File: src/rtl/seg7_pkg.sv
// seg7_pkg: shared constants and types for the four-digit 7-segment scan multiplexer.
// Segment patterns are active-low, bit order gfedcba.
package seg7_pkg;

    localparam logic [6:0] SEG_OFF  = 7'h7F;
    localparam logic [6:0] SEG_ZERO = 7'b1000000;
    localparam logic [6:0] SEG_C    = 7'b1000110;

    // Phase of the current digit slot: dead time first, then the digit is lit
    typedef enum logic [0:0] {
        StBlank = 1'b0,
        StDrive = 1'b1
    } scan_state_e;

    typedef logic [1:0] digit_idx_t;

    localparam digit_idx_t DIGIT_UNITS    = 2'd0;
    localparam digit_idx_t DIGIT_TENS     = 2'd1;
    localparam digit_idx_t DIGIT_HUNDREDS = 2'd2;
    localparam digit_idx_t DIGIT_SYM      = 2'd3;

    // Active-low one-hot anode select for a digit index
    function automatic logic [3:0] anode_sel(input digit_idx_t idx);
        return ~(4'b0001 << idx);
    endfunction

endpackage

File: src/rtl/seg7_refresh_timer.sv
// seg7_refresh_timer: slot divider for the digit scan.
// Counts 0..TICK_DIV-1 and wraps; each wrap ends one digit slot.
// Requires 1 <= BLANK_CYCLES < TICK_DIV.
// Ports:
//   clk_in    system clock
//   rst_in    synchronous active-high reset (count returns to 0)
//   slot_end  high on the last count of a slot (count == TICK_DIV-1)
//   in_blank  high when the count loaded at the coming edge lies in the dead-time window
module seg7_refresh_timer #(
    parameter int unsigned TICK_DIV     = 50000,
    parameter int unsigned BLANK_CYCLES = 64
) (
    input  logic clk_in,
    input  logic rst_in,
    output logic slot_end,
    output logic in_blank
);

    localparam int unsigned CntW = (TICK_DIV > 1) ? $clog2(TICK_DIV) : 1;

    logic [CntW-1:0] cnt_q, cnt_d;

    always_comb begin
        slot_end = (cnt_q == CntW'(TICK_DIV - 1));
        cnt_d    = slot_end ? '0 : cnt_q + 1'b1;
        // Looking at the next count lets the caller's state register line up with cnt_q
        in_blank = (32'(cnt_d) < BLANK_CYCLES);
    end

    always_ff @(posedge clk_in) begin
        if (rst_in) begin
            cnt_q <= '0;
        end else begin
            cnt_q <= cnt_d;
        end
    end

endmodule

File: src/rtl/seg7_scan_mux.sv
// seg7_scan_mux: time-multiplexes units/tens/hundreds/symbol digits onto one shared
// active-low segment bus with active-low per-digit anodes. Incoming patterns are
// double-buffered and only become visible at a frame boundary, so a frame never tears.
// Optional build macro: SEG_LZ_BLANK_EN enables leading-zero blanking of hundreds/tens.
// Ports:
//   clk_in        system clock
//   rst_in        synchronous active-high reset
//   units_in      units pattern (gfedcba, active-low)
//   tens_in       tens pattern
//   hundreds_in   hundreds pattern
//   load_in       1-cycle strobe capturing the three patterns
//   load_ack_out  1-cycle pulse when captured patterns are promoted to the display
//   seg_out       shared segment bus (gfedcba, active-low)
//   an_out        anodes, active-low; [0]=units .. [3]=symbol
//   frame_out     1-cycle pulse on each slot 3->0 wrap
module seg7_scan_mux
    import seg7_pkg::*;
#(
    parameter int unsigned CLK_HZ       = 50_000_000,
    parameter int unsigned REFRESH_HZ   = 1000,
    parameter int unsigned BLANK_CYCLES = 64,
    parameter logic [6:0]  SYM_PATTERN  = SEG_C
) (
    input  logic       clk_in,
    input  logic       rst_in,
    input  logic [6:0] units_in,
    input  logic [6:0] tens_in,
    input  logic [6:0] hundreds_in,
    input  logic       load_in,
    output logic       load_ack_out,
    output logic [6:0] seg_out,
    output logic [3:0] an_out,
    output logic       frame_out
);

    localparam int unsigned TICK_DIV = CLK_HZ / REFRESH_HZ;

    logic slot_end, in_blank;

    seg7_refresh_timer #(
        .TICK_DIV     (TICK_DIV),
        .BLANK_CYCLES (BLANK_CYCLES)
    ) u_timer (
        .clk_in   (clk_in),
        .rst_in   (rst_in),
        .slot_end (slot_end),
        .in_blank (in_blank)
    );

    scan_state_e state_q, state_d;
    digit_idx_t  idx_q, idx_d;

    // [0]=units, [1]=tens, [2]=hundreds
    logic [2:0][6:0] disp_q, disp_d;
    logic [2:0][6:0] pend_pat_q, pend_pat_d;
    logic            pend_q, pend_d;
    logic            ack_d;
    logic            boundary;
    logic            hund_blank, tens_blank;
    logic [6:0]      digit_pat;
    logic [6:0]      seg_d;
    logic [3:0]      an_d;

    assign boundary = slot_end && (idx_q == DIGIT_SYM);

    // Scan FSM: state_q tracks whether the current count is in dead time or drive time
    always_comb begin
        state_d = state_q;
        idx_d   = idx_q;
        case (state_q)
            StBlank: if (!in_blank) state_d = StDrive;
            StDrive: if (in_blank)  state_d = StBlank;
        endcase
        if (slot_end) begin
            idx_d = idx_q + 2'd1;
        end
    end

    // Double buffer: pending copy waits for the frame boundary
    always_comb begin
        disp_d     = disp_q;
        pend_pat_d = pend_pat_q;
        pend_d     = pend_q;
        ack_d      = 1'b0;
        if (boundary) begin
            if (load_in) begin
                // Load coinciding with the boundary bypasses the pending stage
                disp_d = {hundreds_in, tens_in, units_in};
                pend_d = 1'b0;
                ack_d  = 1'b1;
            end else if (pend_q) begin
                disp_d = pend_pat_q;
                pend_d = 1'b0;
                ack_d  = 1'b1;
            end
        end else if (load_in) begin
            pend_pat_d = {hundreds_in, tens_in, units_in};
            pend_d     = 1'b1;
        end
    end

    always_comb begin
`ifdef SEG_LZ_BLANK_EN
        hund_blank = (disp_q[2] == SEG_ZERO);
        tens_blank = hund_blank && (disp_q[1] == SEG_ZERO);
`else
        hund_blank = 1'b0;
        tens_blank = 1'b0;
`endif
        case (idx_q)
            DIGIT_UNITS:    digit_pat = disp_q[0];
            DIGIT_TENS:     digit_pat = tens_blank ? SEG_OFF : disp_q[1];
            DIGIT_HUNDREDS: digit_pat = hund_blank ? SEG_OFF : disp_q[2];
            default:        digit_pat = SYM_PATTERN;
        endcase
        if (state_q == StDrive) begin
            an_d  = anode_sel(idx_q);
            seg_d = digit_pat;
        end else begin
            an_d  = 4'b1111;
            seg_d = SEG_OFF;
        end
    end

    always_ff @(posedge clk_in) begin
        if (rst_in) begin
            state_q      <= StBlank;
            idx_q        <= DIGIT_UNITS;
            disp_q       <= {3{SEG_OFF}};
            pend_pat_q   <= {3{SEG_OFF}};
            pend_q       <= 1'b0;
            an_out       <= 4'b1111;
            seg_out      <= SEG_OFF;
            load_ack_out <= 1'b0;
            frame_out    <= 1'b0;
        end else begin
            state_q      <= state_d;
            idx_q        <= idx_d;
            disp_q       <= disp_d;
            pend_pat_q   <= pend_pat_d;
            pend_q       <= pend_d;
            an_out       <= an_d;
            seg_out      <= seg_d;
            load_ack_out <= ack_d;
            frame_out    <= boundary;
        end
    end

endmodule

File: config.mk
export PLATFORM = sky130hd
export DESIGN_NAME = seg7_scan_mux
export DESIGN_NICKNAME = d
export VERILOG_FILES = /design/src/rtl/seg7_pkg.sv /design/src/rtl/seg7_refresh_timer.sv /design/src/rtl/seg7_scan_mux.sv
export SDC_FILE = /design/constraint.sdc
export NUM_CORES = 1
export LEC_CHECK = 0
export ABC_AREA = 1
export CAP_MARGIN = 20
export CORE_MARGIN = 5
export CORE_UTILIZATION = 56
export CTS_BUF_LIST = sky130_fd_sc_hd__clkbuf_16
export CTS_CLUSTER_DIAMETER = 60
export DETAILED_ROUTE_END_ITERATION = 7
export PLACE_DENSITY = 0.8
export SYNTH_ARGS = -nofsm -noshare
export SYNTH_HDL_FRONTEND = slang
export SYNTH_SLANG_ARGS = --single-unit
File: constraint.sdc
create_clock -name clk_in -period 2.2 [get_ports clk_in]
set_input_delay 0.55 -clock clk_in [delete_from_list [all_inputs] [get_ports clk_in]]
set_output_delay 0.55 -clock clk_in [all_outputs]
set_load 0.01 [all_outputs]
=== Yosys cells after proc, flatten, opt, wreduce, memory -nomap -nowiden ===
Cells that the tools add are included.
Widths: inputs -> output; s select.

* Add/subtract/negate cells: 2
* Multiply operators: 0
* Divide/modulo/power cells: 0
* Order comparisons: 1
* Eq/ne operators: 4
* Shift operators: 1
* Multiplexer cells: 7
* Bitwise logic cells: 3
* Reduce and logical (&&, ||, !) cells: 8

{| class="wikitable"
|+ Operator list
! cell !! number
|-
| $mux 21 || 2
|-
| $pmux 7 s3 || 1
|-
| $add 16x1->16 const B || 1
|-
| $eq 16x16->1 const B || 1
|-
| $lt 16x7->1 const B || 1
|-
| $mux 16 || 1
|-
| $reduce_or 2->1 || 3
|-
| $eq 2x2->1 const B || 2
|-
| $not 4->4 || 1
|-
| $reduce_and 2->1 || 2
|-
| $shl 1x2->4 const A || 1
|-
| $mux 1 || 3
|-
| $add 2x1->2 const B || 1
|-
| $eq 2x1->1 const B || 1
|-
| $logic_not 2->1 || 1
|-
| $not 1->1 || 2
|-
| $reduce_bool 2->1 || 1
|-
| $logic_and 1x1->1 || 1
|}

* Flip-flop bits (word level): 75
* Bits in latches: 0
* RAM bits: 0
* Bits in read-only memories: 0
* Input bits: 24
* Memories kept: 0

=== Depth between registers and ports, before layout ===
* Depth after elaboration: 4
* Mapped depth: 12

=== By module ===
From an unflattened synthesis, not the netlist that was laid out.

* Cell total of the unflattened synthesis: 468
* Area total of the unflattened synthesis: 3255.6 um2

{| class="wikitable"
|+ By module, submodules not included
! module !! instances !! cells each !! area each (um2)
|-
| seg7_scan_mux || 1 || 316 || 2342.2
|-
| seg7_refresh_timer || 1 || 152 || 913.4
|}

=== Worst setup path after synthesis ===
OpenSTA, ideal clock, no wires.

* Kind: register to register
* Start point: reg u_timer.cnt_q[0]
* End point: reg disp_q[0] in the netlist's numbering
* Arrival time: 1.478 ns
* Data required time: 2.079 ns
* Path slack: 0.601 ns
* Cell stages (with the launch flop): 12
* Clock period less this slack: 1.599 ns
* Cell sequence: dfxtp_1 ha_1 nand2_2 inv_2 nand2_4 nor2_4 nand3_4 nor2_8 nand3_4 buf_6 o21ai_0 o21ai_1

* Cells in the longest elaborated chain, start to end: 3

{| class="wikitable"
|+ RTL lines
! item !! RTL line !! source
|-
| start: declaration || seg7_refresh_timer.sv:21 || <nowiki>logic [CntW-1:0] cnt_q, cnt_d;</nowiki>
|-
| start signal: assignment || seg7_refresh_timer.sv:34 || <nowiki>cnt_q <= cnt_d;</nowiki>
|-
| $eq 16x16->1 || seg7_refresh_timer.sv:24 || <nowiki>slot_end = (cnt_q == CntW'(TICK_DIV - 1));</nowiki>
|-
| $logic_and 1x1->1 || seg7_scan_mux.sv:64 || <nowiki>assign boundary = slot_end && (idx_q == DIGIT_SYM);</nowiki>
|-
| $reduce_and 2->1 (no source line) || n/a ||
|-
| end signal: assignment || seg7_scan_mux.sv:129 || <nowiki>disp_q <= {3{SEG_OFF}};</nowiki>
|-
| end signal: assignment || seg7_scan_mux.sv:139 || <nowiki>disp_q <= disp_d;</nowiki>
|-
| end: declaration || seg7_scan_mux.sv:54 || <nowiki>logic [2:0][6:0] disp_q, disp_d;</nowiki>
|}

Every way passes these cells.
A chain may end at the register's enable or synchronous reset.

=== Worst setup path after layout ===
* Start point: reg u_timer.cnt_q[0]
* End point: reg disp_q[6] in the netlist's numbering

Same word-level chain as after synthesis.

==> flow_summary.yaml <==
global_routing:
  grt_max_degree: 32
  grt_pass1_vias: 2773
  antenna_found_initial: 0
  grtUsageTotal_pct: 20.6
  grt-ovfl-total: 0
  grt_pass1_wl_um: 12200
floorplan:
  die_area_um2: 7510
  rows: 28
  die_h_um: 86.7
  fp.dieW_um: 86.7
  start_util_pct: 56.6
  design.core.area_um2: 5820
  io_pins: 37
yosys:
  synth.most_common_cell: "nand2_1"
  synthTopCellsByArea: "dfxtp_1 (46%), nand2_1 (14%), nand3_1 (6.1%), mux2i_1 (5.2%), nor2_1 (4.8%)"
  yosys-mux-area-fraction_pct: 5.17
  synth_top_area_share_pct: 45.6
  syn_area_per_cell_um2: 7.59
  synth-seq-area-share_pct: 45.6
  ys_warn_count: 0
  postSynthCellCount: 434
  synthFlopType: "dfxtp_1"
  synth_fa_ha_area_share_pct: 2.28
  synth_area_um2: 3290
  synth-xor-area-share_pct: 0.532
  synthTopCellsByCount: "nand2_1 (126), dfxtp_1 (75), nor2_1 (42), nand3_1 (40), inv_1 (33)"
  synth_simple_gate_area_share_pct: 29.8
  yosysTopAreaCell: "dfxtp_1"
  synth-seq-cells: 75
  ys_types: 31
  synth_top_family_by_area: "simple AND/OR/NAND/NOR gates"
  synth_compound_area_share_pct: 9.31
  synthArstFlopShare_pct: 0
  synth_nets: 464
  synth-edff-count: 0
routing:
  wirelength_um: 7120
  drc_errors: 0
  wl_per_cell_um: 13.0
  vias: 2874
  dr.pass1.iters: 5
  first_iter_violations: 169
  postRouteAntennaNets: 0
  vias_per_cell: 5.23
critical_path:
  crit_path_start_kind: "register"
  path_class: "register to register"
  critical_path.top_delay_family: "simple AND/OR/NAND/NOR gates"
  crit_chain: "ha_1 > nand2_2 > inv_2 > nand2_4 > nor2_4 > nand3_4 > nor2_8 > nand3_4 > o21ai_0 > o21ai_1"
  cp_slowest_stage_delay_ns: 0.36
  cp_max_fo: 19
  endpoint_kind: "register"
  path_common_cell: "nand3_4"
  arrival_ns: 2.02
  crit_required_ns: 2.41
  critical_path_buf_inv_count: 1
  slowest_stage: "dfxtp_1"
sta:
  fmax_mhz: 555
  worst_pin_slew_ns: 0.387
  hold_violations: 0
  finalSetupViolations: 0
  finalCritPeriodShare_pct: 82.0
  rsz0062_at_grt: "false"
  clock_skew_ns: 0.00689
  slew_headroom_pct: 74.1
  min_period_ns: 1.80
  tns_ns: 0
  finalMaxSlewViolations: 0
power_and_ir_drop:
  peakVddDrop_mv: 0.547
  p_per_area_nw_per_um2: 756
  p_total_mw: 3.01
  p_leak_nw: 1.79
clocking:
  tritoncts: "built"
  clock_path_buffers: 2
  cts_buffers: 9
  ctsHoldBuffers: 0
  clock-root-buffer: "clkbuf_16"
  cts_resized: 0
  insertion_delay_ns: 0.33
  path_clk_slew_ns: 0.06
  htreeDepth: 3
  clock_sinks: 75
  post_cts_buffers: 0
finish:
  drive_above_1_share_pct: 6.96
  antenna_cells: 0
  nNetsFinal: 499
  syn2layout_area_growth_pct: 20.9
hold_path:
  hold_class: "register to register"
run:
  drv_cap: 0
place:
  place_congestion: 0.947
  port_buffers: 36
  dp_hpwl_um: 5020
status:
  status: "finished, final reports clean"
[where the power goes]
group	internal, mW	leakage [nW]	switching, mW
clock	0.873	0.141	0.555
combinational	0.0825	1.04	0.0874
sequential	1.39	0.612	0.0179
[path summary, 6_finish.rpt]
path                            depth (start not counted)  slack (ns)                      end                   startpoint
worst max-delay path                                   10        0.40   disp_q[6]$_SDFFE_PP1P_  u_timer.cnt_q[0]$_SDFF_PP0_
worst min-delay path                                    2        0.46  disp_q[15]$_SDFFE_PP1P_      disp_q[15]$_SDFFE_PP1P_
worst max register to register                         10        0.40   disp_q[6]$_SDFFE_PP1P_  u_timer.cnt_q[0]$_SDFF_PP0_
worst min register to register                          2        0.46  disp_q[15]$_SDFFE_PP1P_      disp_q[15]$_SDFFE_PP1P_
[cells in the final DEF, fill, tap and decap left out, types with 3 or more instances in the layout]
cell,n
nand2_1,126
dfxtp_1,75
nor2_1,42
nand3_1,40
clkdlybuf4s50_1,36
inv_1,33
o21ai_0,23
o21ai_1,18
mux2i_1,17
clkbuf_16,9
nand4_1,7
ha_1,6
buf_4,6
a21oi_1,4
clkinv_1,3
o21ai_2,3
[worst register-to-register path: stages, from the launching register on]
cell,delay [ns]
dfxtp_1,0.36
ha_1,0.22
nand2_2,0.08
inv_2,0.08
nand2_4,0.06
nor2_4,0.11
nand3_4,0.14
nor2_8,0.17
nand3_4,0.21
o21ai_0,0.17
o21ai_1,0.09
[final cells by class]
type / count / area, um2
clock inverters: 7 / 67.6
fillers: 494 / 1840
well taps: 75 / 93.8
repair buffers: 42 / 405
flip-flops and latches: 75 / 1500
multi-input cells: 305 / 1550
inverters: 36 / 135
clock buffers: 9 / 225
[cells by family (layout without fill, tap and decap cells)]
| logic type | count (synthesis) | after routing |
|---|---|---|
| mux | 17 | 17 |
| flops | 75 | 75 |
| buf+inv | 54 | 94 |
| compound gates | 55 | 55 |
| simple gates | 225 | 225 |
| fa+ha+maj | 6 | 6 |
| xor+xnor | 2 | 2 |
[registers in the layout (all words and copies together) (netlist names)]
| register | flops |
|---|---|
| disp_q | 21 |
| load_ack_out | 1 |
| u_timer.cnt_q | 16 |
| frame_out | 1 |
| pend_q | 1 |
| idx_q | 2 |
| seg_out | 7 |
| state_q | 1 |
| an_out | 4 |
| pend_pat_q | 21 |
[stage by stage]
stage / utilization [%] / instance area, um2 / cells / setup WS [ns] / hold WS [ns]
2_1_floorplan: - / 3290 / 434 / 0.601 / 0.429
3_5_place_dp: 63.4 / 3690 / 533 / 0.318 / 0.444
4_1_cts: 68.4 / 3980 / 549 / 0.399 / 0.458
5_1_grt: 68.4 / 3980 / 549 / 0.188 / 0.499
3_3_place_gp: 63.4 / 3690 / 533 / 0.345 / 0.441
6_report: 68.4 / 3980 / 549 / 0.397 / 0.457
[per-layer routing]
layer | wire length [um] | share of wire (%) | vias to the layer above | GRT usage [%]
met5 | 0 | 0 | - | 0
met4 | 214 | 3.0 | 0 | 12.2
met3 | 379 | 5.3 | 21 | 3.71
met2 | 3360 | 47 | 86 | 32.8
met1 | 3170 | 44 | 1293 | 26.0
li1 | - | - | 1474 | -
(Power assumes the default switching activity.)
